[config.mk]
export PLATFORM = sky130hd
export DESIGN_NAME = alu_key_sequencer
export DESIGN_NICKNAME = d
export VERILOG_FILES = /design/src/rtl/alu_ctrl_pkg.sv /design/src/rtl/key_debouncer.sv /design/src/rtl/alu_key_sequencer.sv
export SDC_FILE = /design/constraint.sdc
export NUM_CORES = 1
export LEC_CHECK = 0
export BUFFER_PORTS_ARGS = -buffer_cell sky130_fd_sc_hd__buf_2
export CORE_UTILIZATION = 59
export CTS_CLUSTER_DIAMETER = 30
export DETAILED_ROUTE_END_ITERATION = 6
export PLACE_DENSITY = 0.8
export SLEW_MARGIN = 10
export SYNTH_ARGS = -nofsm -noshare
export SYNTH_HDL_FRONTEND = slang
export SYNTH_HIERARCHICAL = 1
export SYNTH_SLANG_ARGS = --single-unit
export TNS_END_PERCENT = 50
[constraint.sdc]
create_clock -name clk_i -period 2.8 [get_ports clk_i]
set_input_delay 0.14 -clock clk_i [delete_from_list [all_inputs] [get_ports clk_i]]
set_output_delay 0.14 -clock clk_i [all_outputs]
set_load 0.1 [all_outputs]
[src/rtl/alu_ctrl_pkg.sv]
// Shared definitions for the ALU control path: sequencer states, default
// widths, key indices and the opcode encodings understood by the ALU core.
package alu_ctrl_pkg;

    localparam int DEF_DATA_W = 16;
    localparam int DEF_OP_W   = 4;

    // Bit positions of the three pushbuttons inside the key vectors
    localparam int KEY_A    = 0;
    localparam int KEY_B    = 1;
    localparam int KEY_C    = 2;
    localparam int NUM_KEYS = 3;

    typedef enum logic [1:0] {
        IDLE  = 2'd0,
        START = 2'd1,
        WAIT  = 2'd2,
        LCD   = 2'd3
    } state_t;

    localparam logic [DEF_OP_W-1:0] OPC_ADD = 4'h0;
    localparam logic [DEF_OP_W-1:0] OPC_SUB = 4'h1;
    localparam logic [DEF_OP_W-1:0] OPC_AND = 4'h2;
    localparam logic [DEF_OP_W-1:0] OPC_OR  = 4'h3;
    localparam logic [DEF_OP_W-1:0] OPC_XOR = 4'h4;
    localparam logic [DEF_OP_W-1:0] OPC_SHL = 4'h5;
    localparam logic [DEF_OP_W-1:0] OPC_SHR = 4'h6;
    localparam logic [DEF_OP_W-1:0] OPC_MUL = 4'h7;

endpackage

[src/rtl/key_debouncer.sv]
// Raw active-low pushbutton -> 2-FF synchronizer -> debounced level ->
// one-cycle pulse on the accepted press (high-to-low) transition.
module key_debouncer #(
    parameter int DEBOUNCE_CYCLES = 500000
) (
    input  logic i_clk,
    input  logic i_rst,
    input  logic i_key_n,
    output logic o_press
);

    localparam int CNT_W = $clog2(DEBOUNCE_CYCLES + 1);
    localparam logic [CNT_W-1:0] CNT_LAST = CNT_W'(DEBOUNCE_CYCLES - 1);

    logic             r_sync1;
    logic             r_sync2;
    logic             r_level;
    logic             r_level_d;
    logic             r_press;
    logic [CNT_W-1:0] r_cnt;

    // Released (1) is the reset level so a key held through reset is seen as a fresh press
    always_ff @(posedge i_clk or posedge i_rst) begin
        if (i_rst) begin
            r_sync1   <= 1'b1;
            r_sync2   <= 1'b1;
            r_level   <= 1'b1;
            r_level_d <= 1'b1;
            r_press   <= 1'b0;
            r_cnt     <= '0;
        end else begin
            r_sync1   <= i_key_n;
            r_sync2   <= r_sync1;
            r_level_d <= r_level;
            r_press   <= r_level_d & ~r_level;
            if (r_sync2 == r_level) begin
                r_cnt <= '0;
            end else if (r_cnt >= CNT_LAST) begin
                r_level <= r_sync2;
                r_cnt   <= '0;
            end else begin
                r_cnt <= r_cnt + 1'b1;
            end
        end
    end

    assign o_press = r_press;

endmodule

[src/rtl/alu_key_sequencer.sv]
// Captures operands/opcode from the switch word on debounced key presses,
// launches the ALU, waits for done or timeout, then requests an LCD refresh.
module alu_key_sequencer
    import alu_ctrl_pkg::*;
#(
    parameter int DATA_W          = DEF_DATA_W,
    parameter int OP_W            = DEF_OP_W,
    parameter int DEBOUNCE_CYCLES = 500000,
    parameter int TIMEOUT_CYCLES  = 1024
) (
    input  logic              clk_i,
    input  logic              rst_i,
    input  logic [DATA_W-1:0] data_i,
    input  logic              key_a_n,
    input  logic              key_b_n,
    input  logic              key_c_n,
    output logic [DATA_W-1:0] op_a_o,
    output logic [DATA_W-1:0] op_b_o,
    output logic [OP_W-1:0]   opcode_o,
    output logic              alu_start_o,
    input  logic              alu_done_i,
    output logic              lcd_req_o,
    input  logic              lcd_ack_i,
    output logic              busy_o,
    output logic              timeout_o
);

    localparam int TO_W = $clog2(TIMEOUT_CYCLES + 1);
    localparam logic [TO_W-1:0] TO_LAST = TO_W'(TIMEOUT_CYCLES - 1);

    logic [NUM_KEYS-1:0] w_keys_n;
    logic [NUM_KEYS-1:0] w_press;

    assign w_keys_n[KEY_A] = key_a_n;
    assign w_keys_n[KEY_B] = key_b_n;
    assign w_keys_n[KEY_C] = key_c_n;

    generate
        for (genvar gi = 0; gi < NUM_KEYS; gi++) begin : g_key
            key_debouncer #(
                .DEBOUNCE_CYCLES(DEBOUNCE_CYCLES)
            ) u_debouncer (
                .i_clk  (clk_i),
                .i_rst  (rst_i),
                .i_key_n(w_keys_n[gi]),
                .o_press(w_press[gi])
            );
        end
    endgenerate

    state_t            r_state;
    logic [TO_W-1:0]   r_to_cnt;
    logic [DATA_W-1:0] r_op_a;
    logic [DATA_W-1:0] r_op_b;
    logic [OP_W-1:0]   r_opcode;
    logic              r_alu_start;
    logic              r_lcd_req;
    logic              r_busy;
    logic              r_timeout;

    logic [TO_W-1:0]   w_to_cnt_next;
    logic              w_to_hit;

    // Saturating wait counter; the timeout fires on the edge it reaches its last value
    assign w_to_cnt_next = (r_to_cnt == '1) ? r_to_cnt : r_to_cnt + 1'b1;
    assign w_to_hit      = (w_to_cnt_next >= TO_LAST);

    always_ff @(posedge clk_i or posedge rst_i) begin
        if (rst_i) begin
            r_state     <= IDLE;
            r_to_cnt    <= '0;
            r_op_a      <= '0;
            r_op_b      <= '0;
            r_opcode    <= '0;
            r_alu_start <= 1'b0;
            r_lcd_req   <= 1'b0;
            r_busy      <= 1'b0;
            r_timeout   <= 1'b0;
        end else begin
            r_alu_start <= 1'b0;
            case (r_state)
                IDLE: begin
                    // All simultaneous presses load together, so START sees fresh operands
                    if (w_press[KEY_A]) r_op_a <= data_i;
                    if (w_press[KEY_B]) r_op_b <= data_i;
                    if (w_press[KEY_C]) begin
                        r_opcode    <= data_i[OP_W-1:0];
                        r_state     <= START;
                        r_alu_start <= 1'b1;
                        r_timeout   <= 1'b0;
                        r_busy      <= 1'b1;
                    end
                end
                START: begin
                    r_state   <= WAIT;
                    r_to_cnt  <= '0;
                    r_timeout <= 1'b0;
                end
                WAIT: begin
                    if (alu_done_i) begin
                        r_state   <= LCD;
                        r_lcd_req <= 1'b1;
                    end else if (w_to_hit) begin
                        r_state   <= LCD;
                        r_lcd_req <= 1'b1;
                        r_timeout <= 1'b1;
                        r_to_cnt  <= w_to_cnt_next;
                    end else begin
                        r_to_cnt <= w_to_cnt_next;
                    end
                end
                LCD: begin
                    if (lcd_ack_i) begin
                        r_state   <= IDLE;
                        r_lcd_req <= 1'b0;
                        r_busy    <= 1'b0;
                    end
                end
                default: begin
                    r_state   <= IDLE;
                    r_lcd_req <= 1'b0;
                    r_busy    <= 1'b0;
                end
            endcase
        end
    end

    assign op_a_o      = r_op_a;
    assign op_b_o      = r_op_b;
    assign opcode_o    = r_opcode;
    assign alu_start_o = r_alu_start;
    assign lcd_req_o   = r_lcd_req;
    assign busy_o      = r_busy;
    assign timeout_o   = r_timeout;

endmodule

Word level (Yosys, flattened, before mapping). Index checks and enable logic that the tools add are counted. W data, S select, Z words.

Register bits: 125. Logic and storage cells: 97.

$add $sub $neg: 4. Magnitude comparators: 4. Equal/unequal tests: 12. Muxes and demuxes: 25. Bitwise operators: 9. Reduce and logical (&&, ||, !) cells: 16.

Operators by type and width (count): $mux W19 (6); $add A19 B1 Y19 const B (3); $ge A19 B19 Y1 const B (3); $mux W11 (2); $pmux W11 S2 (1); $reduce_and A2 Y1 (7); $add A11 B1 Y11 const B (1); $eq A11 B11 Y1 const B (1); $ge A11 B10 Y1 const B (1); $reduce_and A3 Y1 (3); $mux W1 (8); $mux W2 (4); $pmux W2 S4 (1); $ne A2 B2 Y1 const B (3); $not A1 Y1 (6); $reduce_bool A2 Y1 (3); $eq A2 B2 Y1 const B (2); $pmux W1 S2 (2); $reduce_and A4 Y1 (1); $and A1 B1 Y1 (3); $eq A1 B1 Y1 (3); $ne A3 B3 Y1 const B (1); $pmux W1 S3 (1); $reduce_bool A3 Y1 (1); other kinds (3) (3).

Depth between registers and ports, before layout.
Depth in word-level cells: 6. Mapped depth: 8. Depth with buffers taken out: 8.

Cells and area by module. The synthesis kept the hierarchy.

By module, submodules not included: key_debouncer (instances 3, cells an instance 116, area an instance 1203.7 µm², seq. area each 605.6 µm²); alu_key_sequencer (instances 1, cells an instance 212, area an instance 2501.1 µm², seq. area each 1326.3 µm²).

Worst setup path before layout. No wires, ideal clock.

Path kind: register -> register. Start: register r_to_cnt[1]. End: register r_state[1]. Library setup time: 0.125 ns. Data arrival time: 2.293 ns. Required time: 2.675 ns. Setup slack: 0.382 ns. Stages on the path, launching flop included: 8. Clock period less this slack: 2.418 ns. Cells stage by stage: dfrtp_1 ha_1 nand2_1 or4b_4 a311oi_2 o2111ai_2 a31oi_1 mux2_2.

Word-level cells in the longest chain between the ends: 5. Elaborated cells between the ends (all ways): 6. Classes of those cells: 1 x add/sub; 1 x order compare; 2 x eq/ne; 1 x mux; 1 x reduce/logical.

Ends and longest elaborated chain: from (decl) (RTL line alu_key_sequencer.sv:52) `logic [TO_W-1:0] r_to_cnt;`; from (signal assigned) (RTL line alu_key_sequencer.sv:107) `r_to_cnt <= w_to_cnt_next;`; from (signal assigned) (RTL line alu_key_sequencer.sv:109) `r_to_cnt <= w_to_cnt_next;`; $add A11 B1 Y11 or $eq A11 B11 Y1 (tied branches) (RTL line alu_key_sequencer.sv:65) `assign w_to_cnt_next = (r_to_cnt == '1) ? r_to_cnt : r_to_cnt + 1'b1;`; $mux W11 (*) (RTL line alu_key_sequencer.sv:65); $ge A11 B10 Y1 (*) (RTL line alu_key_sequencer.sv:66) `assign w_to_hit = (w_to_cnt_next >= TO_LAST);`; $ne A3 B3 Y1 (no line) (*); $reduce_and A3 Y1 (no line) (*); to (signal assigned) (RTL line alu_key_sequencer.sv:70) `r_state <= IDLE;`; to (signal assigned) (RTL line alu_key_sequencer.sv:88) `r_state <= START;`; to (signal assigned) (RTL line alu_key_sequencer.sv:95) `r_state <= WAIT;`; to (decl) (RTL line alu_key_sequencer.sv:51) `state_t r_state;`.

Mark *: on every way between the ends. The rest lies on a longest branch, timed or not. A chain may end at the register's enable or synchronous reset.

Worst setup path after layout. Ends and elaborated chain as after synthesis.

==> run metrics <==
Initial Util=61.7%; DR vias=4,707; startpoint types=flip-flop; Static Leak=3.05 nW; Area Overhead vs Synth=19.7%; CP Data Arrival Time=3.04 ns; Net Sw Frac=24.6%; PortBufs=62; Req. time, crit path=3.20 ns; Synth area leader=dfrtp_1; minimum hold slack=0.0453 ns; asr flop ratio synth=100%; DR iter-0 viols=207; largest cells by area after synthesis=dfrtp_1 46%, mux2_2 6.8%, dfstp_2 5.2%; aggregate global routing overflow=0; initial antenna violation count=0; Top FF cell, synth=dfrtp_1; net count reported at finish=682; Clock Skews=0.0107 ns; Hold Path Class=in -> reg; Slew @ Worst Pin=1.17 ns; Setup crit end kind=flip-flop; Crit Path Class=reg -> reg; max-cap check violation count=0; Clock Tree Buf Depth=2; layout cells sized above 1=26.5%; crit share post-route=94.0%; Remaining DRCs=0; row cnt=36; Detail Route Antenna Nets=0; Synth Net Count=592; crit path time final=2.63 ns; share of the synthesized area in the top cell type=46.3%; sequential cell fraction of total power=43.2%; vias in the first global route=4,738; core area=9910 um^2; most frequent cell after synthesis=dfrtp_1; CTS sink count=125; Synth top cells by count=113 x dfrtp_1, 62 x nor3_1, 37 x mux2_2; pin count of the biggest net entering global routing=54; Net Switching=1.07 mW; CP max FO=7; Final Setup Violations=0; Max Freq=0.380 GHz; Post-Synth Simple-Gate Area=20.2%; Die Span Y=104 um; combinational power share=8.8%; GP Congestion=0.900; unrepaired setup endpoints after global routing=false; total iterations of the first detailed-routing run=4; Post-synth EDFFs=0; register area share after synthesis=51.4%; register bit total from synthesis=125; Clock Latency Late Sink=0.53 ns; Post-Synth XOR/XNOR Area=6.45%; WL/cell=16.3 um; ANT cells=0; Synth Area in Compound Gates=9.46%; worst-path cell chain=ha_2, nand2_1, or4b_4, a311oi_2, o2111ai_2, a31oi_2, mux2_2; post-DP HPWL=8.21 mm; root buf cell=clkbuf_8; Mapped Avg Cell Area=10.9 um^2; gr usage total=26.4%; Slew HR=21.6%; Mapped Cells=560; slowest stage delay, CP=0.52 ns; Max IR drop VDD=0.000508 V; Die ar.=10,800 um^2; # H-tree levels=4; Total Wirelength=13.0 mm; io pins=63; cell internal pwr=3.30 mW; Post-Syn Area=6110 um^2; post-synthesis mux area share=6.82%; Die Width=104 um; final setup TNS=0 ns; synthesis warning total=6; Pwr per Cell Area=598 nW/um^2; Filler cells=661; CTS clk-pin slew, worst paths=0.06 ns; Via density=5.91; distinct cell type count after synthesis=59; CTS Buf Count=17; largest family of logic cells by synthesized area=simple AND/OR/NAND/NOR gates; status=completed; Hold Fails Final Rpt=0; Final Slew Violations=0; CTS tree=yes; CP max stage cell=or4b_4; first-pass GRT wire length=22.3 mm; Adder-Cell Fraction of Synth Area=1.84%; Clk network pwr share=48.0%
-- through the flow --
stage               setup slack (ns)  instances  cell area (um^2)  total power [mW]  utilization (%)
finish                         0.167        796              7310              4.37             73.8
global route                  0.0281        796              7310              4.52             73.8
CTS                           0.0627        796              7300              4.41             73.7
detailed placement            0.0847        743              6520              2.28             65.8
global placement               0.210        743              6520              2.27             65.8
floorplan                      0.382        560              6110              2.20                -
-- area by class of cell --
cell class / instances / area, um^2 / share of cell area [%]
flip-flops and latches: 125 / 3140 / 43.0
multi-input cells: 386 / 2750 / 37.6
repair buffers: 89 / 566 / 7.73
clock buffers: 26 / 488 / 6.67
well taps: 133 / 166 / 2.28
inverters: 31 / 116 / 1.59
clock inverters: 6 / 85.1 / 1.16
-- sequential cells by signal, summed over array words and instances, names as in the netlist, 2 cells and up --
register and cells:
op_b_o 16, g_key.u_debouncer/r_sync2 3, g_key.u_debouncer/r_level 3, op_a_o 16, g_key.u_debouncer/o_press 3, g_key.u_debouncer/r_sync1 3, r_state 2, g_key.u_debouncer/r_cnt 57
g_key.u_debouncer/r_level_d 3, r_to_cnt 11, opcode_o 4
-- placed cells by master (no fill, tap or decap), drive strengths merged, types with 4 or more instances in the layout --
cell type and count:
or3 6, a21oi 14, a211oi 10, ha 9, nor2b 4, nor2 15, o211ai 4, nand2 32
or4 6, nand4 23, dlygate4sd3 21, o21ai 28, buf 68, nand3 22, nor3 66, xor2 12
mux2 37, xnor2 33, dfrtp 113, dfstp 12, inv 31, nor4 13, clkbuf 26, and4 4
o21a 4, a31oi 5
-- kinds of logic after synthesis --
logic type,count (synthesis)
AO/OA/AOI/OAI,86
XOR/XNOR,45
AND/OR/NAND/NOR,209
multiplexers,37
adder cells (fa/ha/maj),9
flip-flops,125
buffers and inverters,49
-- final timing paths --
| kind | startpoint | endpoint | slack [ns] | depth (start not counted) |
|---|---|---|---|---|
| min in group asynchronous | rst_i | g_key[2].u_debouncer/o_press | 0.41 | 3 |
| setup reg to reg | r_to_cnt[1] | r_state[1] | 0.17 | 7 |
| setup / recovery | r_to_cnt[1] | r_state[1] | 0.17 | 7 |
| hold / removal | alu_done_i | r_to_cnt[4] | 0.05 | 3 |
| max in group asynchronous | rst_i | r_to_cnt[1] | 1.60 | 3 |
| hold reg to reg | g_key[0].u_debouncer/r_sync1 | g_key[0].u_debouncer/r_sync2 | 0.36 | 0 |
-- power groups by stage --
| stage | registers [mW] | logic [mW] | clock network (mW) |
|---|---|---|---|
| detailed placement | 1.92 | 0.363 | 0 |
| global placement | 1.91 | 0.356 | 0 |
| CTS | 1.89 | 0.389 | 2.14 |
| global route | 1.89 | 0.412 | 2.22 |
| finish | 1.89 | 0.386 | 2.10 |
| floorplan | 2.11 | 0.0924 | 0 |
-- metal layers --
metal	track usage, %	vias to the layer above	wire, um
li1	-	2238	-
met1	32.1	2307	5660
met2	44.0	140	6490
met3	7.87	22	581
met4	10.7	0	234
met5	0	-	0
-- timing repair --
item / 4_1_cts / 5_1_grt
hold endpoints to repair: 154 / 0
gates resized for setup: 0 / 3
setup buffers: 0 / 0
hold buffers: 21 / 0
setup endpoints to repair: 0 / 2
-- worst max-delay path, delay by kind of cell (launching register included) --
family / cells / cell delay, ns
AND/OR/NAND/NOR: 2 / 0.69
AO/OA/AOI/OAI: 3 / 0.79
flip-flops: 1 / 0.42
multiplexers: 1 / 0.35
adder cells (fa/ha/maj): 1 / 0.26
Note: power is estimated with default switching activity, not from simulation.
